## src/rtl/ser_arbiter.sv

```systemverilog
// rtl/ser_arbiter.sv - round-robin arbiter sharing one serializer among N_REQ requesters
// Optional strict priority for requester 0 when SER_ARB_PRIO0_EN is defined.
module ser_arbiter #(
  parameter int N_REQ    = 4,
  parameter int START_TO = 8
) (
  input  logic                     clk_i,
  input  logic                     rst_ni,
  input  logic [16*N_REQ-1:0]      req_data_i,
  input  logic [4*N_REQ-1:0]       req_mod_i,
  input  logic [N_REQ-1:0]         req_val_i,
  output logic [N_REQ-1:0]         req_ready_o,
  output logic [N_REQ-1:0]         drop_o,
  output logic [15:0]              ser_data_o,
  output logic [3:0]               ser_mod_o,
  output logic                     ser_val_o,
  input  logic                     ser_busy_i,
  output logic [$clog2(N_REQ)-1:0] grant_id_o,
  output logic                     active_o,
  output logic                     err_o
);
  localparam int IW = $clog2(N_REQ);
  localparam int TW = $clog2(START_TO + 1);

  typedef enum logic [1:0] {IDLE, LAUNCH, WAIT_START, WAIT_DONE} state_t;

  state_t           state_q, state_d;
  logic [IW-1:0]    ptr_q, win_idx, cand;
  logic             win_found, accept, illegal, ptr_upd, err_d;
  logic [N_REQ-1:0] win_onehot, drop_d;
  logic [15:0]      win_data;
  logic [3:0]       win_mod;
  logic [TW-1:0]    timer_q, timer_d;

  // Scan from the farthest candidate back to ptr+1 so the nearest requester wins.
  always_comb begin
    win_found = 1'b0;
    win_idx   = '0;
    cand      = '0;
    ptr_upd   = 1'b1;
    for (int i = N_REQ; i >= 1; i--) begin
      cand = IW'((int'(ptr_q) + i) % N_REQ);
      if (req_val_i[cand]) begin
        win_found = 1'b1;
        win_idx   = cand;
      end
    end
`ifdef SER_ARB_PRIO0_EN
    if (req_val_i[0]) begin
      win_found = 1'b1;
      win_idx   = '0;
      ptr_upd   = 1'b0;
    end
`endif
  end

  always_comb begin
    win_data   = '0;
    win_mod    = '0;
    win_onehot = '0;
    for (int k = 0; k < N_REQ; k++) begin
      if (win_found && win_idx == IW'(k)) begin
        win_data      = req_data_i[16*k +: 16];
        win_mod       = req_mod_i[4*k +: 4];
        win_onehot[k] = 1'b1;
      end
    end
  end

  assign accept      = (state_q == IDLE) && !ser_busy_i && win_found;
  assign illegal     = (win_mod == 4'd1) || (win_mod == 4'd2);
  assign req_ready_o = (accept && rst_ni) ? win_onehot : '0;

  always_comb begin
    state_d = state_q;
    timer_d = timer_q;
    err_d   = 1'b0;
    drop_d  = '0;
    case (state_q)
      IDLE: begin
        if (accept) begin
          if (illegal) drop_d  = win_onehot;
          else         state_d = LAUNCH;
        end
      end
      LAUNCH: begin
        state_d = WAIT_START;
        timer_d = '0;
      end
      WAIT_START: begin
        if (ser_busy_i) begin
          state_d = WAIT_DONE;
        end else if (timer_q == TW'(START_TO - 1)) begin
          err_d   = 1'b1;
          state_d = IDLE;
        end else begin
          timer_d = timer_q + 1'b1;
        end
      end
      WAIT_DONE: begin
        if (!ser_busy_i) state_d = IDLE;
      end
      default: state_d = IDLE;
    endcase
  end

  always_ff @(posedge clk_i or negedge rst_ni) begin
    if (!rst_ni) begin
      state_q    <= IDLE;
      ptr_q      <= '0;
      timer_q    <= '0;
      ser_data_o <= '0;
      ser_mod_o  <= '0;
      grant_id_o <= '0;
      ser_val_o  <= 1'b0;
      active_o   <= 1'b0;
      err_o      <= 1'b0;
      drop_o     <= '0;
    end else begin
      state_q   <= state_d;
      timer_q   <= timer_d;
      ser_val_o <= (state_d == LAUNCH);
      active_o  <= (state_d != IDLE);
      err_o     <= err_d;
      drop_o    <= drop_d;
      if (accept) begin
        ser_data_o <= win_data;
        ser_mod_o  <= win_mod;
        grant_id_o <= win_idx;
        if (ptr_upd) ptr_q <= win_idx;
      end
    end
  end
endmodule

```

## config.mk

```make
export PLATFORM = sky130hd
export DESIGN_NAME = ser_arbiter
export DESIGN_NICKNAME = d
export VERILOG_FILES = /design/src/rtl/ser_arbiter.sv
export SDC_FILE = /design/constraint.sdc
export NUM_CORES = 1
export LEC_CHECK = 0
export CAP_MARGIN = 20
export CORE_MARGIN = 5
export CORE_UTILIZATION = 31
export DETAILED_ROUTE_END_ITERATION = 16
export GPL_TIMING_DRIVEN = 0
export PLACE_DENSITY_LB_ADDON = 0.12
export SYNTH_ARGS = -nofsm -noshare
export SYNTH_HDL_FRONTEND = slang
export SYNTH_SLANG_ARGS = --single-unit
```

## constraint.sdc

```tcl
create_clock -name clk_i -period 2.8 [get_ports clk_i]
set_input_delay 0.28 -clock clk_i [delete_from_list [all_inputs] [get_ports clk_i]]
set_output_delay 0.28 -clock clk_i [all_outputs]
set_load 0.02 [all_outputs]
```

---- After elaboration in Yosys (flattened, before gate mapping) ----
Index checks and enable logic that the tools add are counted.
operators by class
  reductions and logical operators ........ 14
  magnitude comparators ................... 4
  add/sub/neg operators ................... 5
  muxes and demuxes ....................... 44
  equality and inequality tests ........... 12
operators by type and width
  operator                                                               count
  16-bit 2-to-1 mux                                                      4
  4-bit 2-to-1 mux                                                       10
  2-bit 2-to-1 mux                                                       9
  1-bit 2-to-1 mux                                                       15
  2-bit by 3-bit < comparator with 1-bit output (second input constant)  4
  1-bit binary-select mux with 2-bit select                              4
  2-bit == test (second input constant)                                  4
  2-bit one-hot mux with 4 select lines                                  1
  4-bit one-hot mux with 2 select lines                                  1
  1-bit logical AND                                                      7
  2-bit by 1-bit == test with 1-bit output (second input constant)       3
  2-bit by 1-bit adder with 2-bit output (second input constant)         2
  2-bit adder (second input constant)                                    2
  4-bit by 1-bit adder with 4-bit output (second input constant)         1
  4-bit by 1-bit == test with 1-bit output (second input constant)       1
  4-bit by 2-bit == test with 1-bit output (second input constant)       1
  4-bit by 3-bit == test with 1-bit output (second input constant)       1
  2-bit zero test                                                        2
  2-bit inequality test (second input constant)                          2
  2-bit nonzero test                                                     2
  3-bit AND reduction                                                    1
  1-bit zero test                                                        1
  1-bit logical OR                                                       1
storage, ports and cells
  word-level logic and storage cells ...... 88
  bits of input ports ..................... 87
  register bits after elaboration ......... 35

---- Logic depth before layout (Yosys ltp) ----
Gate-level depths: netlist of the first run.
  depth after elaboration ................. 19
  gate-level depth with buffers ........... 9
  depth with buffers taken out ............ 7

---- Worst setup path after synthesis of the first run ----
OpenSTA, ideal clock, no wires.
  kind .................................... register to output
  start point ............................. register state_q[0]
  end point ............................... output req_ready_o[0]
  cell stages (with the launch flop) ...... 8
  buffers on the path ..................... 3
  setup slack ............................. 577 ps
  arrival ................................. 1943 ps
  required time ........................... 2520 ps
  cell sequence ........................... dfrtp_1 > clkbuf_1 > nor3_1 > a21boi_0 > clkbuf_1 > clkbuf_1 > nand2_1 > nor2_1
between the ends
  longest elaborated chain between the ends .. 5
ends and longest elaborated chain
  what                            RTL line  source
  start, declared                 27        state_t state_q, state_d;
  start signal, assigned          120       state_q <= state_d;
  2-bit zero test                 70        assign accept = (state_q == IDLE) && !ser_busy_i && win_found;
  1-bit logical AND (2 in a row)  70
  1-bit logical AND               72        assign req_ready_o = (accept && rst_ni) ? win_onehot : '0;
  4-bit 2-to-1 mux                72
  end, declared                   12        output logic [N_REQ-1:0] req_ready_o,
No other way between the ends.

---- Final worst setup path of the first run ----
  start point ............................. register state_q[0]
  end point ............................... output req_ready_o[1]
The elaborated chain is that of the path after synthesis.

==> results of run 1 <==
[sequential cells by signal, summed over array words and instances, names as in the netlist]
register    count
ser_val_o       1
drop_o          4
err_o           1
ser_mod_o       4
ptr_q           2
active_o        1
timer_q         4
state_q         2
ser_data_o     16
[cell usage in the layout, fill, tap and decap left out, types with 3 or more instances in the layout]
cell type        synthesis  routed
nor3_1                   5       4
or2_2                    3       3
a222oi_1                 6       6
and3_1                   5       5
nor3b_1                  4       4
buf_2                    3       4
inv_1                    6       6
a31oi_1                 18      18
clkbuf_1                13       9
clkbuf_8                 0       5
a21oi_1                  4       4
dfrtp_1                 35      35
a221o_1                 12      12
o21ai_0                 15      15
nand2_1                 24      24
o32ai_1                  3       3
clkbuf_2                 0       3
o22ai_1                  3       3
buf_6                    4       4
clkdlybuf4s50_1          0     112
nor2_1                  30      30
mux2_2                   3       3
clkbuf_4                 0       3
[final cells by class]
type                            instances  share of cell area, %
Buffer                                 19                  3.274
Clock buffer                            5                  1.936
Clock inverter                          3                 0.5632
Inverter                                7                 0.7392
Multi-Input combinational cell        179                  33.12
Sequential cell                        35                  24.64
Tap cell                               96                  3.379
Timing Repair Buffer                  117                  32.35
[metrics by stage]
stage / TNS (ps) / setup slack, ps / util [%]
6_report: 0 / 198.4 / 52.03
5_1_grt: 0 / 56.98 / 52.03
4_1_cts: 0 / 49.34 / 52.20
3_5_place_dp: -2246 / -609.3 / 50.79
3_3_place_gp: -2264 / -608.4 / 50.86
2_1_floorplan: 0 / 577.4 / -
[routing by layer]
| metal | vias up | routed length (um) | track usage [%] |
|---|---|---|---|
| met1 | 1120 | 3273 | 21.88 |
| met3 | 5 | 625 | 6.490 |
| met5 | - | 0 | 0 |
| li1 | 1152 | - | - |
| met4 | 0 | 51 | 4.091 |
| met2 | 81 | 3835 | 29.51 |
[synth_stat cells (all sizes together) (3+ instances only)]
cell	count	area [um2]
o22ai	3	18.77
nor2	30	112.6
nand2	25	96.35
buf	7	60.05
and3	5	31.28
a221o	12	120.1
a222oi	6	60.06
o21ai	17	88.83
a31oi	18	112.6
nor2b	3	26.27
inv	7	26.27
or2	3	18.77
dfrtp	35	875.8
nor3b	5	42.54
mux2	3	33.78
a21oi	4	20.02
clkbuf	13	48.80
nor3	5	25.02
o32ai	3	26.28
[logic make-up after synthesis]
group	after synthesis	share of synthesized area (%)
AND/OR/NAND/NOR	88	19.94
adder cells (fa/ha/maj)	1	0.5730
flip-flops	35	40.11
AO/OA/AOI/OAI	85	30.72
multiplexers	5	2.464
buffers and inverters	27	6.189
[report_power, final]
group	switching [mW]	total [mW]	internal, mW
registers	0.138	0.846	0.709
logic	0.954	1.81	0.858
clock network	0.189	0.362	0.173
total	1.28	3.02	1.74
[what timing repair did]
action / in CTS / in global routing
endpoints found under the hold margin: 0 / 0
gates cloned: 0 / 0
hold buffers: 0 / 0
gates resized for setup: 11 / 6
setup endpoints to repair: 4 / 3
[worst max-delay path: stages (launching register included)]
cell and delay, ps:
dfrtp_1 360, clkbuf_1 210, nor3_2 250, a21boi_0 240, clkbuf_4 250, clkbuf_4 220
and3_1 160, dlygate4sd2_1 350
[worst min path at each step]
| stage | startpoint | end | slack [ps] |
|---|---|---|---|
| after floorplan | rst_ni | active_o$_DFF_PN0_ | -20 |
| after global placement | ser_mod_o[2]$_DFFE_PN0P_ | ser_mod_o[2]$_DFFE_PN0P_ | 500 |
| after detailed placement | rst_ni | timer_q[0]$_DFFE_PN0P_ | 420 |
| after CTS | rst_ni | timer_q[0]$_DFFE_PN0P_ | 100 |
| after global routing | rst_ni | timer_q[1]$_DFFE_PN0P_ | 150 |
| final | rst_ni | timer_q[0]$_DFFE_PN0P_ | 80 |
==> results by group, run 1 <==
Synthesis
  – Dominant synthesized flop cell: dfrtp_1
  – Post-synth EDFFs: 0
  – Post-Synthesis Cell Area: between 2000 and 2500 um2
  – Synth Instances: 241
  – Ys Warns: 0
  – Sequential cell area fraction in the yosys report: roughly two fifths
  – Distinct cells, synth: 52
  – Mapped Avg Cell Area: slightly above 9 um2
  – Syn_nets: 329
  – Asr flop ratio synth: 100.0%
  – Post-synthesis register bit count: 35

Floorplan
  – Core Rows: 30
  – Core Box Area: a little under 7000 um2
  – Die span in x: 93.92 um
  – Starting density of the core: about a third
  – Vert. Die Dim: ~94 um
  – Die area: between 8000 and 9000 um2
  – IO Pins: 120

Power and ir drop
  – Power per cell area: 849.6 nW/um2
  – Overall Power: around 3.0 mW
  – Leakage Power: roughly 1.4 nW
  – Maximum VDD drop: between 0.0004 and 0.0005 V

Cells and area
  – Design Area, Final: around 3600 um2
  – FF/Latch Area: a little under 900 um2
  – Syn-to-layout area delta: 62.81%
  – Multi-input combinational cell area: roughly 1200 um2
  – Share of layout cells above drive strength 1: a little under an eighth
  – Fin cells: 461
  – Fillers: 684
  – Total Nets Final: 452
  – ANT cells: 0

Outcome
  – Status: completed

Timing
  – Worst slew margin: around 46%
  – Tcrit/Tclk final: between 90% and 100%
  – RSZ-0062 raised after global routing: no
  – Final setup fails: 0
  – Max Slew Vio Count: 0
  – Skew final: 4.229 ps
  – FMAX: approximately 0.38 GHz
  – Hold WS: between 70 and 80 ps
  – Fin. Hold Viols: 0
  – Worst Max-Slew Pin Slew: between 800 and 900 ps
  – Final min period: roughly 2600 ps

Placed design
  – Port bufs: 117
  – Placed instance count: ~450
  – GPL Wtd Cong: around 0.83
  – Hpwl dp: 6182 um
  – DP Area: around 3500 um2

Setup path
  – Worst r2r src: ptr_q[0]$_DFFE_PN0P_
  – R2R depth: 8
  – FF-to-FF setup slack: around 320 ps
  – CP required: between 2000 and 3000 ps
  – Critical path type: flop to output pin
  – Reg2reg end: ser_data_o[9]$_DFFE_PN0P_
  – Peak fanout along the critical path: 10
  – Critical Path End Type: output pin
  – Crit start category: flop
  – Critical Path Sink: req_ready_o[1]
  – Launching element of the worst setup path: state_q[0]$_DFF_PN0_
  – WP data arrival: 2320 ps

Route
  – DR DRC count: 0
  – Vias: around 2.4k
  – Vias/cell: just over 5
  – DRT iter0 DRCs: 121
  – Per-cell routed wire length: 16.89 um
  – Routed WL: 7786 um
  – Pre-Repair DR Iteration Count: 4
  – DRT antenna net count: 0

CTS
  – Post-CTS Setup Bufs: 0
  – CTS tree: built
  – Clock Path Buffers: 2
  – Clock slew at reported path FFs: ~70 ps
  – Skew-Pair Late Insertion Delay: roughly 290 ps
  – Clock Tree Root: clkbuf_8
  – Clock sink count: 35
  – H-tree Lvls: 2
  – CTS buffer count: 5

Global route
  – Initial antenna violation count: 0
  – Grt ovf: 0
  – Largest net degree at the start of global routing: 38
  – Total GRT Usage: about 18%
  – Number of global-route vias before repair: 2485
  – First-pass GRT wire length: 12220 um

Hold path
  – Worst min path class: input pin to async pin

Run
  – MaxCap Viol Count: 0
No activity file was read; power rests on OpenSTA's default activity.
==> run 2: changes to the inputs <==
--- a/config.mk
+++ b/config.mk
@@ -8,6 +8,7 @@
 export CAP_MARGIN = 20
 export CORE_MARGIN = 5
 export CORE_UTILIZATION = 31
+export CTS_BUF_LIST = sky130_fd_sc_hd__clkbuf_2
 export DETAILED_ROUTE_END_ITERATION = 16
 export GPL_TIMING_DRIVEN = 0
 export PLACE_DENSITY_LB_ADDON = 0.12
==> run 2 against run 1 <==
Compared with the run above:
- core utilization is 0.38 points lower
- setup slack better by 10 ps
- maximum frequency grew 0.39%
- first-iteration DRC count decreased by 1.7%
- critical path depth rose by 2
==> results by group, run 2 (synthesized netlist as in run 1, its figures left out) <==
Route
  – Per-cell routed wire length: 16.78 um (-0.64%)
  – DRT iter0 DRCs: 119 (-1.7%)
  – DR DRC count: 0 (unchanged)
  – Vias/cell: 5.089 (-0.51%)
  – DRT antenna net count: 0 (unchanged)
  – Routed WL: 7736 um (-0.64%)
  – Pre-Repair DR Iteration Count: 4 (unchanged)
  – Vias: 2346 (-0.51%)

Timing
  – Skew final: 11.18 ps (+6.953 ps)
  – FMAX: 0.3859 GHz (+0.39%)
  – RSZ-0062 raised after global routing: no
  – Max Slew Vio Count: 0 (unchanged)
  – Fin. Hold Viols: 0 (unchanged)
  – Tcrit/Tclk final: 92.56% (-0.36 points)
  – Final min period: 2592 ps (-10.04 ps)
  – Worst Max-Slew Pin Slew: 795.1 ps (-11.13 ps)
  – Final setup fails: 0 (unchanged)
  – Worst slew margin: 46.99% (+0.74 points)

Setup path
  – CP top delay family: buffers and inverters
  – WP data arrival: 2310 ps (about the same)
  – Worst r2r src: ptr_q[0]$_DFFE_PN0P_
  – Critical path buffers and inverters: 5 (+1)
  – Reg2reg end: ser_data_o[9]$_DFFE_PN0P_
  – Critical Path End Type: output pin
  – Peak fanout along the critical path: 10 (unchanged)
  – CP required: 2520 ps (about the same)
  – Slowest stage delay, CP: 510 ps (+150 ps)
  – Crit-path cells: clkdlybuf4s50_1 > buf_2 > nor2_1 > a21boi_0 > clkbuf_4 > clkbuf_4 > nand2_1 > nor2_1 > clkdlybuf4s15_2
  – Slowest cell on the critical path: clkdlybuf4s50_1
  – R2R depth: 8 (unchanged)
  – Critical path type: input pin to output pin
  – FF-to-FF setup slack: 300 ps (-20 ps)
  – Crit start category: input pin

Global route
  – Largest net degree at the start of global routing: 38 (unchanged)
  – Grt ovf: 0 (unchanged)
  – First-pass GRT wire length: 12180 um (-0.34%)
  – Initial antenna violation count: 0 (unchanged)
  – Number of global-route vias before repair: 2480 (-0.20%)
  – Total GRT Usage: 17.80% (+0.051 points)

Cells and area
  – Total Nets Final: 452 (unchanged)
  – Biggest register: ser_data_o
  – Most common cell after layout, fill and taps aside: clkdlybuf4s50_1
  – Fin cells: 461 (unchanged)
  – Fillers: 680 (-0.58%)
  – ANT cells: 0 (unchanged)
  – Syn-to-layout area delta: 61.60%
  – Commonest cells after routing, fill and taps aside: clkdlybuf4s50_1, dfrtp_1, nor2_1
  – Finished Core Util: 51.65% (-0.38 points)
  – Share of layout cells above drive strength 1: 12.05% (+0.55 points)
  – Largest register FFs: 16 (unchanged)

Hold path
  – HP Start: req_val_i[3]
  – WHS Endpoint: drop_o[3]$_DFF_PN0_
  – Hold depth: 3
  – Worst min path class: input pin to flop

Power and ir drop
  – Int Power: 1.628 mW (-6.4%)
  – Seq pwr share: 29.2% (+1.2 points)
  – Switching share of power: 43.79% (+1.4 points)
  – Leakage Power: 1.386 nW (-0.75%)
  – Net Switching: 1.268 mW (-0.98%)
  – Logic gate share of total power: 62.5% (+2.5 points)
  – Power per cell area: 820.9 nW/um2 (-3.4%)
  – Clock power share: 8.2% (-3.8 points)
  – Maximum VDD drop: 0.0004018 V (-2.8%)

Placed design
  – GPL Wtd Cong: 0.8312 (unchanged)
  – Placed instance count: 454 (unchanged)
  – Port bufs: 117 (unchanged)
  – Hpwl dp: 6182 um (unchanged)

Floorplan
  – IO Pins: 120 (unchanged)
  – Die span in x: 93.92 um (unchanged)
  – Core Rows: 30 (unchanged)
  – Die area: 8821 um2 (unchanged)
  – Vert. Die Dim: 93.92 um (unchanged)
  – Core Box Area: 6832 um2 (unchanged)
  – Starting density of the core: 31.96% (unchanged)

Outcome
  – Status: completed

CTS
  – CTS tree: built
  – H-tree Lvls: 2 (unchanged)
  – Clock Path Buffers: 2 (unchanged)
  – Clock sink count: 35 (unchanged)
  – Clock slew at reported path FFs: 180 ps (+110 ps)
  – Clock Tree Root: clkbuf_2
  – Skew-Pair Late Insertion Delay: 380 ps (+90 ps)
  – CTS buffer count: 5 (unchanged)

Run
  – MaxCap Viol Count: 0 (unchanged)
==> run 2: worst register-to-register path: cells and delay by family (launching register included) <==
family | cells | cell delay, ps
and+or+nand+nor | 2 | 750
buffers and inverters | 2 | 650
AOI/OAI and AO/OA | 4 | 600
DFF | 1 | 470
==> run 2: repair_timing <==
item	in CTS	in global routing
setup buffers	0	1
cloned	0	0
hold buffers	1	0
hold endpoints to repair	35	0
endpoints found under the setup margin	4	3
gates resized for setup	14	4
==> run 2: how the worst max path moves through the flow <==
stage          slack, ps  cells after the start              to                  from
3_5_place_dp        -610                      8  req_ready_o[0]            ser_busy_i
4_1_cts               30                      7  req_ready_o[0]  state_q[0]$_DFF_PN0_
6_report             210                      9  req_ready_o[3]          req_val_i[0]
2_1_floorplan        580                      7  req_ready_o[0]  state_q[0]$_DFF_PN0_
3_3_place_gp        -610                      8  req_ready_o[0]            ser_busy_i
5_1_grt               30                      7  req_ready_o[3]  state_q[1]$_DFF_PN0_
==> run 2: cell type report <==
cell class | count | area (um2) | area share (%)
clock inverters | 3 | 20.02 | 0.5674
inverters | 7 | 26.28 | 0.7447
multi-input cells | 179 | 1177 | 33.37
plain buffers | 17 | 108.9 | 3.085
well taps | 96 | 120.1 | 3.404
flip-flops and latches | 35 | 877.1 | 24.86
clock buffers | 5 | 25.02 | 0.7092
repair buffers | 119 | 1174 | 33.26
==> run 2: metrics by stage <==
step                setup slack, ps  area, um2  total power [mW]  hold WS, ps  setup TNS [ps]
floorplan                     577.4       2183             1.918       -15.59               0
global placement             -608.4       3475             2.653        498.5           -2264
detailed placement           -609.3       3470             2.664        415.9           -2246
CTS                           33.81       3528             2.913        173.3               0
global route                  32.90       3528             3.125        148.2               0
finish                        208.4       3528             2.896        210.9               0
==> run 2: metal layers <==
metal,track usage (%),wire (um)
met1,21.98,3267
met2,29.15,3823
met3,6.571,586
met4,4.813,59
met5,0,0
==> run 2: power groups by stage <==
stage | combinational, mW | sequential [mW] | clock (mW)
after global routing | 1.98 | 0.876 | 0.273
final | 1.81 | 0.847 | 0.239
after global placement | 1.81 | 0.843 | 0
after detailed placement | 1.81 | 0.851 | 0
after CTS | 1.80 | 0.861 | 0.250
after floorplan | 0.882 | 1.04 | 0
==> run 3: changes to the inputs <==
==> constraint.sdc (replaced) <==
create_clock -name clk_i -period 2.7 [get_ports clk_i]
set_input_delay 0.27 -clock clk_i [delete_from_list [all_inputs] [get_ports clk_i]]
set_output_delay 0.27 -clock clk_i [all_outputs]
set_load 0.02 [all_outputs]
==> run 3 against run 2 <==
Compared with the run above:
- cell count is the same
- die area is the same
- core utilization grew 0.27 points
- flip-flop and latch count is the same
- register-to-register slack is essentially flat
- critical path depth is the same
- critical path type unchanged
- critical endpoint is now req_ready_o[2]
- largest cell class unchanged
- largest power group unchanged
- highest routed layer unchanged
==> results by group, run 3 (synthesized netlist as in run 1, its figures left out) <==
Route
  – Vias/cell: 5.074 (-0.30%)
  – DRT iter0 DRCs: 133 (+12%)
  – Routed WL: 7794 um (+0.75%)
  – Pre-Repair DR Iteration Count: 4 (unchanged)
  – DR DRC count: 0 (unchanged)
  – DRT antenna net count: 0 (unchanged)
  – Per-cell routed wire length: 16.91 um (+0.75%)
  – Vias: 2339 (-0.30%)

Cells and area
  – Design Area, Final: 3547 um2 (+0.53%)
  – Fillers: 681 (+0.15%)
  – Most common cell after layout, fill and taps aside: clkdlybuf4s50_1
  – Syn-to-layout area delta: 62.46%
  – Biggest register: ser_data_o
  – ANT cells: 0 (unchanged)
  – Commonest cells after routing, fill and taps aside: clkdlybuf4s50_1, dfrtp_1, nor2_1
  – Largest register FFs: 16 (unchanged)
  – Share of layout cells above drive strength 1: 12.60% (+0.55 points)
  – Fin cells: 461 (unchanged)
  – Finished Core Util: 51.92% (+0.27 points)
  – Total Nets Final: 452 (unchanged)

Setup path
  – Crit-path cells: clkdlybuf4s50_1 > buf_2 > nor2_1 > a21boi_1 > buf_4 > clkbuf_4 > nand2_1 > nor2_1 > clkdlybuf4s15_2
  – Critical Path End Type: output pin
  – CP top delay family: buffers and inverters
  – Crit start category: input pin
  – WP data arrival: 2220 ps (-90 ps)
  – Peak fanout along the critical path: 10 (unchanged)
  – Cell repeated most along the worst path: nor2_1
  – CP required: 2430 ps (-90 ps)
  – Critical path buffers and inverters: 5 (unchanged)
  – Slowest stage delay, CP: 510 ps (about the same)
  – Critical path type: input pin to output pin
  – Slowest cell on the critical path: clkdlybuf4s50_1

Placed design
  – Hpwl dp: 6182 um (unchanged)
  – DP Area: 3470 um2 (unchanged)
  – Placed instance count: 454 (unchanged)
  – GPL Wtd Cong: 0.8312 (unchanged)
  – Port bufs: 117 (unchanged)

Timing
  – Final setup fails: 0 (unchanged)
  – FMAX: ~0.4 GHz
  – Hold WS: 202.7 ps (-8.154 ps)
  – Fin. Hold Viols: 0 (unchanged)
  – Setup TNS: 0 ps (unchanged)
  – Max Slew Vio Count: 0 (unchanged)
  – Tcrit/Tclk final: 92.29%
  – Worst Max-Slew Pin Slew: 792.3 ps (-2.774 ps)
  – RSZ-0062 raised after global routing: no
  – Worst slew margin: 47.18% (+0.19 points)
  – Skew final: 9.055 ps (-2.127 ps)
  – Final min period: approximately 2500 ps

Floorplan
  – Core Box Area: 6832 um2 (unchanged)
  – Die span in x: 93.92 um (unchanged)
  – Starting density of the core: 31.96% (unchanged)
  – Vert. Die Dim: 93.92 um (unchanged)
  – IO Pins: 120 (unchanged)
  – Die area: 8821 um2 (unchanged)
  – Core Rows: 30 (unchanged)

Global route
  – Total GRT Usage: 17.80% (unchanged)
  – Grt ovf: 0 (unchanged)
  – Number of global-route vias before repair: 2480 (unchanged)
  – Initial antenna violation count: 0 (unchanged)
  – First-pass GRT wire length: 12180 um (unchanged)
  – Largest net degree at the start of global routing: 38 (unchanged)

Run
  – MaxCap Viol Count: 0 (unchanged)

Hold path
  – Worst min path class: input pin to flop

CTS
  – Clock sink count: 35 (unchanged)
  – Skew-Pair Late Insertion Delay: 380 ps (about the same)
  – CTS tree: built
  – Clock Path Buffers: 2 (unchanged)
  – CTS buffer count: 5 (unchanged)
  – Clock Tree Root: clkbuf_2
  – H-tree Lvls: 2 (unchanged)
  – Clock slew at reported path FFs: 180 ps (about the same)

Power and ir drop
  – Leakage Power: 1.386 nW (about the same)
  – Maximum VDD drop: 0.0004203 V (+4.6%)
  – Power per cell area: 850.2 nW/um2 (+3.6%)

Outcome
  – Status: completed
-- run 3: cell types whose count changed in the layout (fill, tap and decap cells not counted), sizes merged --
cell	change
clkbuf	-3
clkdlybuf4s15	+2
buf	+1
-- run 3: metal layers --
| metal | GRT usage (%) | up-vias | share of wire (%) |
|---|---|---|---|
| met5 | 0 | - | 0 |
| met4 | 4.813 | 0 | 0.33 |
| met3 | 6.571 | 2 | 8.1 |
| met2 | 29.15 | 77 | 50 |
| met1 | 21.98 | 1110 | 42 |
| li1 | - | 1150 | - |
-- run 3: layout make-up --
cell class / count / area (um2) / area share [%]
repair buffers: 119 / 1186 / 33.44
clock buffers: 5 / 25.02 / 0.7055
well taps: 96 / 120.1 / 3.386
inverters: 7 / 26.28 / 0.7407
clock inverters: 3 / 20.02 / 0.5644
multi-input cells: 179 / 1184 / 33.37
plain buffers: 17 / 108.9 / 3.069
flip-flops and latches: 35 / 877.1 / 24.73
-- run 3: worst paths after layout --
| path | from | end | slack [ps] | cells after the start |
|---|---|---|---|---|
| max | req_val_i[0] | req_ready_o[2] | 210 | 9 |
| min | req_val_i[3] | drop_o[3]$_DFF_PN0_ | 200 | 3 |
| max reg2reg | ptr_q[0]$_DFFE_PN0P_ | state_q[0]$_DFF_PN0_ | 290 | 8 |
| min reg2reg | timer_q[3]$_DFFE_PN0P_ | err_o$_DFF_PN0_ | 530 | 1 |
| max in group asynchronous | rst_ni | state_q[0]$_DFF_PN0_ | 1670 | 2 |
| min in group asynchronous | rst_ni | timer_q[1]$_DFFE_PN0P_ | 490 | 2 |
-- run 3: stage by stage --
stage	power (mW)	setup slack, ps
2_1_floorplan	1.989	487.4
3_3_place_gp	2.752	-688.4
3_5_place_dp	2.763	-689.3
4_1_cts	3.022	24.43
5_1_grt	3.247	18.13
6_report	3.016	208.1
-- run 3: worst min-delay path: cells and delay by family --
family | cells | cell delay (ps)
AO/OA/AOI/OAI | 1 | 100
AND/OR/NAND/NOR | 1 | 70
buffers and inverters | 1 | 120
-- run 3: where the power goes --
part | internal (mW) | switching, mW
clock | 0.0614 | 0.187
combinational | 0.897 | 0.992
sequential | 0.733 | 0.145
total | 1.69 | 1.32
-- run 3: timing repair --
item	in CTS	in global routing
setup buffers	0	1
resized for setup	18	4
setup endpoints to repair	4	7
hold buffers	1	0
hold endpoints to repair	35	0
